### config.mk
export PLATFORM = sky130hd
export DESIGN_NAME = l1_line_refill
export DESIGN_NICKNAME = d
export VERILOG_FILES = /design/src/rtl/l1_line_refill.sv
export SDC_FILE = /design/constraint.sdc
export NUM_CORES = 1
export LEC_CHECK = 0
export CORE_AREA = 2 2 126 128
export CTS_CLUSTER_DIAMETER = 120
export DETAILED_ROUTE_END_ITERATION = 12
export DIE_AREA = 0 0 128 130
export PLACE_DENSITY = 0.66
export SYNTH_ARGS = -nofsm -noshare
export SYNTH_HDL_FRONTEND = slang
export SYNTH_SLANG_ARGS = --single-unit
### constraint.sdc
create_clock -name clk -period 2.95 [get_ports clk]
set_input_delay 0.59 -clock clk [delete_from_list [all_inputs] [get_ports clk]]
set_output_delay 0.59 -clock clk [all_outputs]
set_load 0.1 [all_outputs]
### src/rtl/l1_line_refill.sv
// l1_line_refill: L1 data cache miss engine.
// Invalidates the target line, optionally writes the dirty victim back to
// memory through the line units' peek port, refills the line word by word
// from memory, then revalidates it under the new tag/set.
// Ports:
//   clk, reset                  clock, asynchronous active-high reset
//   miss_req/addr/dirty         start request, target address, victim dirty
//   victim_addr                 byte address inside the victim line
//   busy, done                  not idle / one-cycle completion pulse
//   line_valid_clr/set          one-cycle valid clear/set of the selected line
//   line_tag, line_set          new tag/set, held from accept to next accept
//   fill_wreq/addr/wdata        refill write port to the line units
//   peek_addr, peek_rdata       victim read port (combinational data)
//   mem_rd/wr/addr/wdata/rdata  memory bus, transfer completes on mem_ack
module l1_line_refill #(
    parameter int unsigned LINE_WORDS = 8,
    parameter int unsigned SET_W      = 4,
    parameter int unsigned TAG_W      = 23
) (
    input  logic             clk,
    input  logic             reset,
    input  logic             miss_req,
    input  logic [31:0]      miss_addr,
    input  logic             miss_dirty,
    input  logic [31:0]      victim_addr,
    output logic             busy,
    output logic             done,
    output logic             line_valid_clr,
    output logic             line_valid_set,
    output logic [TAG_W-1:0] line_tag,
    output logic [SET_W-1:0] line_set,
    output logic             fill_wreq,
    output logic [31:0]      fill_addr,
    output logic [31:0]      fill_wdata,
    output logic [31:0]      peek_addr,
    input  logic [31:0]      peek_rdata,
    output logic             mem_rd,
    output logic             mem_wr,
    output logic [31:0]      mem_addr,
    output logic [31:0]      mem_wdata,
    input  logic [31:0]      mem_rdata,
    input  logic             mem_ack
);

    localparam int unsigned     CNT_W     = $clog2(LINE_WORDS);
    localparam int unsigned     OFF_W     = CNT_W + 2;
    localparam logic [31:0]     BASE_MASK = ~((32'd1 << OFF_W) - 32'd1);
    localparam logic [CNT_W-1:0] CNT_LAST = CNT_W'(LINE_WORDS - 1);

    typedef enum logic [2:0] {
        S_IDLE,
        S_INVAL,
        S_WB,
        S_FILL,
        S_COMMIT
    } state_e;

    state_e             state_q, state_d;
    logic [CNT_W-1:0]   cnt_q, cnt_d;
    logic [31:0]        fill_base_q, fill_base_d;
    logic [31:0]        victim_base_q, victim_base_d;
    logic               dirty_q, dirty_d;
    logic [TAG_W-1:0]   line_tag_q, line_tag_d;
    logic [SET_W-1:0]   line_set_q, line_set_d;
    logic [31:0]        word_off;

    // Bases are line aligned and cnt stays inside the line, so OR equals add.
    assign word_off  = 32'({cnt_q, 2'b00});
    assign fill_addr = fill_base_q | word_off;
    assign peek_addr = victim_base_q | word_off;
    assign line_tag  = line_tag_q;
    assign line_set  = line_set_q;

    // State and datapath registers
    always_ff @(posedge clk or posedge reset) begin
        if (reset) begin
            state_q       <= S_IDLE;
            cnt_q         <= '0;
            fill_base_q   <= '0;
            victim_base_q <= '0;
            dirty_q       <= 1'b0;
            line_tag_q    <= '0;
            line_set_q    <= '0;
        end else begin
            state_q       <= state_d;
            cnt_q         <= cnt_d;
            fill_base_q   <= fill_base_d;
            victim_base_q <= victim_base_d;
            dirty_q       <= dirty_d;
            line_tag_q    <= line_tag_d;
            line_set_q    <= line_set_d;
        end
    end

    // Next state and state-decoded outputs
    always_comb begin
        state_d        = state_q;
        cnt_d          = cnt_q;
        fill_base_d    = fill_base_q;
        victim_base_d  = victim_base_q;
        dirty_d        = dirty_q;
        line_tag_d     = line_tag_q;
        line_set_d     = line_set_q;
        busy           = 1'b0;
        done           = 1'b0;
        line_valid_clr = 1'b0;
        line_valid_set = 1'b0;
        fill_wreq      = 1'b0;
        fill_wdata     = '0;
        mem_rd         = 1'b0;
        mem_wr         = 1'b0;
        mem_addr       = '0;
        mem_wdata      = '0;

        case (state_q)
            S_IDLE: begin
                if (miss_req) begin
                    fill_base_d   = miss_addr & BASE_MASK;
                    victim_base_d = victim_addr & BASE_MASK;
                    dirty_d       = miss_dirty;
                    line_tag_d    = miss_addr[31 -: TAG_W];
                    line_set_d    = miss_addr[OFF_W +: SET_W];
                    state_d       = S_INVAL;
                end
            end
            S_INVAL: begin
                busy           = 1'b1;
                line_valid_clr = 1'b1;
                cnt_d          = '0;
                state_d        = dirty_q ? S_WB : S_FILL;
            end
            S_WB: begin
                busy      = 1'b1;
                mem_wr    = 1'b1;
                mem_addr  = peek_addr;
                mem_wdata = peek_rdata;
                if (mem_ack) begin
                    // Natural wrap returns cnt to 0 for the refill.
                    cnt_d = cnt_q + CNT_W'(1);
                    if (cnt_q == CNT_LAST) begin
                        state_d = S_FILL;
                    end
                end
            end
            S_FILL: begin
                busy     = 1'b1;
                mem_rd   = 1'b1;
                mem_addr = fill_addr;
                if (mem_ack) begin
                    fill_wreq  = 1'b1;
                    fill_wdata = mem_rdata;
                    cnt_d      = cnt_q + CNT_W'(1);
                    if (cnt_q == CNT_LAST) begin
                        state_d = S_COMMIT;
                    end
                end
            end
            S_COMMIT: begin
                busy           = 1'b1;
                line_valid_set = 1'b1;
                done           = 1'b1;
                state_d        = S_IDLE;
            end
            default: begin
                state_d = S_IDLE;
            end
        endcase
    end

endmodule

==> results.cfg, run 1 <==
[outcome]
outcome = complete, no violations

[logic_synthesis]
synth_area_sq_mm = 0.00357
postSynthRegisterBits = 61
synth_ff_type = sky130_fd_sc_hd__dfrtp_1
avgSynthCellArea_sq_um = 10.9
synth_seq_area_share = 0.428
async_flop_share = 1.00
synth_edf_count = 0
netlist_instances = 327
netlist-cell-type-count = 30
yosys_warnings = 0

[worst_setup_path]
endpoint_kind = output pin
timing.critical_path.fanout_max = 33
critical_path.n_buffers_inverters = 3
worstSetupPathType = in2out
critical-path-top-cell-by-count = sky130_fd_sc_hd__buf_12
worstSetupStartpointType = input port
worst_path_top_cell_family_by_delay = buffers and inverters
crit_required_ns = 2.36
ordered_cell_list_for_the_critical_path = clkdlybuf4s50_1 > nor2b_1 > and3_1 > buf_12 > and2_1 > buf_12
critical-path-slowest-cell = sky130_fd_sc_hd__clkdlybuf4s50_1
worstPathArrival_ns = 2.24
critical_path.max_stage_delay_ns = 0.54

[timing]
report.final.slew_viol_count = 0
tightestPinTransition_ns = 0.631
max_slew_margin = 0.580
setup_viol = 0
final-hold-violation-count = 0
final.min_clock_period_ns = 2.83
hold-worst-slack_ns = 0.515
finClkSkew_ns = 0.00974
max_clock_freq_mhz = 354
ratio_of_final_minimum_period_to_clock_period = 0.958
grt_setup_unrepaired = no

[global_route]
grt_start_max_net_pins = 34
grt_antenna_before_repair = 0
grt_pass1_vias = 3381
wire_length_of_the_first_global_routing_pass_mm = 19.8
gr-total-overflow = 0
grt.total_usage = 0.157

[run]
cap_viol_max_count = 0

[hold_path]
hold_path.class = reg2reg

[final_layout]
total_area_of_multi_input_combinational_cells_sq_mm = 0.00169
fillCellCount = 1393
fraction_of_the_core_area_covered_by_cells_at_the_end_of_the_flow = 0.500
mostFrequentLayoutCell = sky130_fd_sc_hd__clkdlybuf4s50_1
commonest_non_fill_non_tap_cells_in_the_layout = sky130_fd_sc_hd__clkdlybuf4s50_1, sky130_fd_sc_hd__buf_4, sky130_fd_sc_hd__buf_12, sky130_fd_sc_hd__and2_1, sky130_fd_sc_hd__dfrtp_1
total_number_of_nets_in_the_final_design = 739
seq_area_sq_mm = 0.00153
areaGrowthSynthToFinish_pct = 116
antenna_cells_inserted = 0
post_route_cells_drive_above_1_share = 0.414

[cts]
ctsHoldBuffers = 0
ctsLongestPathBuffers = 2
post_cts.resized_instances = 0
cts_root_buffer = sky130_fd_sc_hd__clkbuf_16
number_of_buffers_inserted_during_clock_tree_synthesis = 9
post_cts.repair.setup_buffers = 0
cts.htree.levels = 3
cts_num_sinks = 61
insertion_delay_ns = 0.34
tritoncts = yes
path_clk_slew_ns = 0.06

[drt]
wl_per_cell_microns = 17.1
avgViaCountPerCell = 4.28
number_of_detailed_route_iterations_in_the_first_pass = 4
route.final.wire_length_mm = 13.7
num_vias = 3430
number_of_drc_markers_after_the_initial_detailed_route_iteration = 106
remaining_drc_errors = 0
ant_nets = 0

[placement]
globalplace.congestion = 0.774
place.port_buffers = 310
dp_hpwl_mm = 11.1

[die]
die_y_microns = 130
core_area_sq_mm = 0.0154
die_w_microns = 128
start_util = 0.231
placement_rows = 46
pin_count = 327
die-area_sq_mm = 0.0166
-- layer usage --
layer,routed length (microns),global-route usage,vias up
met5,0,0,-
met4,246,0.0575,0
met3,1120,0.0554,20
met2,7400,0.287,178
met1,4940,0.167,1636
li1,-,-,1596
-- through the flow --
step	setup slack [ns]	std cells	area, sq um	TNS (ns)
floorplan	-0.0195	332	3630	-0.215
global placement	0.182	785	7390	0
detailed placement	0.149	785	7390	0
CTS	0.149	801	7720	0
global route	0.0556	801	7720	0
finish	0.123	801	7720	0
-- synthesized netlist by cell type, drive strengths merged, types with 2 or more instances --
| library cell | count | area [sq um] |
|---|---|---|
| dfrtp | 61 | 1530 |
| nor2b | 2 | 12.5 |
| o21ai | 2 | 10.0 |
| ha | 2 | 25.0 |
| nor2 | 29 | 111 |
| and3 | 2 | 12.5 |
| mux2 | 54 | 608 |
| and2 | 69 | 432 |
| a22o | 4 | 35.0 |
| inv | 4 | 15.0 |
| clkbuf | 4 | 15.0 |
| buf | 54 | 388 |
| mux2i | 28 | 280 |
-- cell families (layout without fill, tap and decap cells) --
family / count (synthesis) / after routing / share of synthesized area
buf+inv: 62 / 339 / 0.117
flops: 61 / 61 / 0.428
mux: 82 / 82 / 0.249
xor+xnor: 1 / 1 / 0.00246
simple gates: 108 / 108 / 0.174
fa+ha+maj: 2 / 2 / 0.00701
other cells: 1 / 6 / 0.00105
compound gates: 10 / 10 / 0.0214
-- state kept, by name (all words and copies together), names as in the netlist --
signal and flops:
state_q 3, victim_base_q 27, cnt_q 3, line_tag 23, line_set 3, fill_base_q 1
dirty_q 1
-- final cells by class --
class                   instances  area share
inverters                       4     0.00195
well taps                     192      0.0311
clock buffers                  14      0.0381
clock inverters                 2     0.00486
flip-flops and latches         61       0.198
repair buffers                319       0.507
multi-input cells             209       0.219
-- worst register-to-register path, stage by stage (launching register included) --
cell	delay, ns
sky130_fd_sc_hd__dfrtp_2	0.64
sky130_fd_sc_hd__nor4b_4	0.37
sky130_fd_sc_hd__buf_4	0.41
sky130_fd_sc_hd__mux2_2	0.41
-- path summary, 6_finish.rpt --
check                                    end         startpoint  cells after the start  slack [ns]
max                           fill_wdata[14]            mem_ack                      6        0.12
min                        victim_base_q[29]  victim_base_q[29]                      1        0.51
max reg2reg                victim_base_q[12]         state_q[0]                      3        1.02
min reg2reg                victim_base_q[29]  victim_base_q[29]                      1        0.51
max in group asynchronous       line_tag[19]              reset                      3        1.62
min in group asynchronous  victim_base_q[26]              reset                      2        0.61
Power of run 1 is left out: the tool's default activity adds up to more than one toggle a clock period on the data nets, which glitch-free logic cannot reach.
==> run 2, diff against run 1 <==
Settings changed: ABC_CLOCK_PERIOD_IN_PS set to 2950.
==> results of run 2 <==
Final layout, timing and power as in run 1 (identical DEF).
Power of run 2 is left out for the same reason.
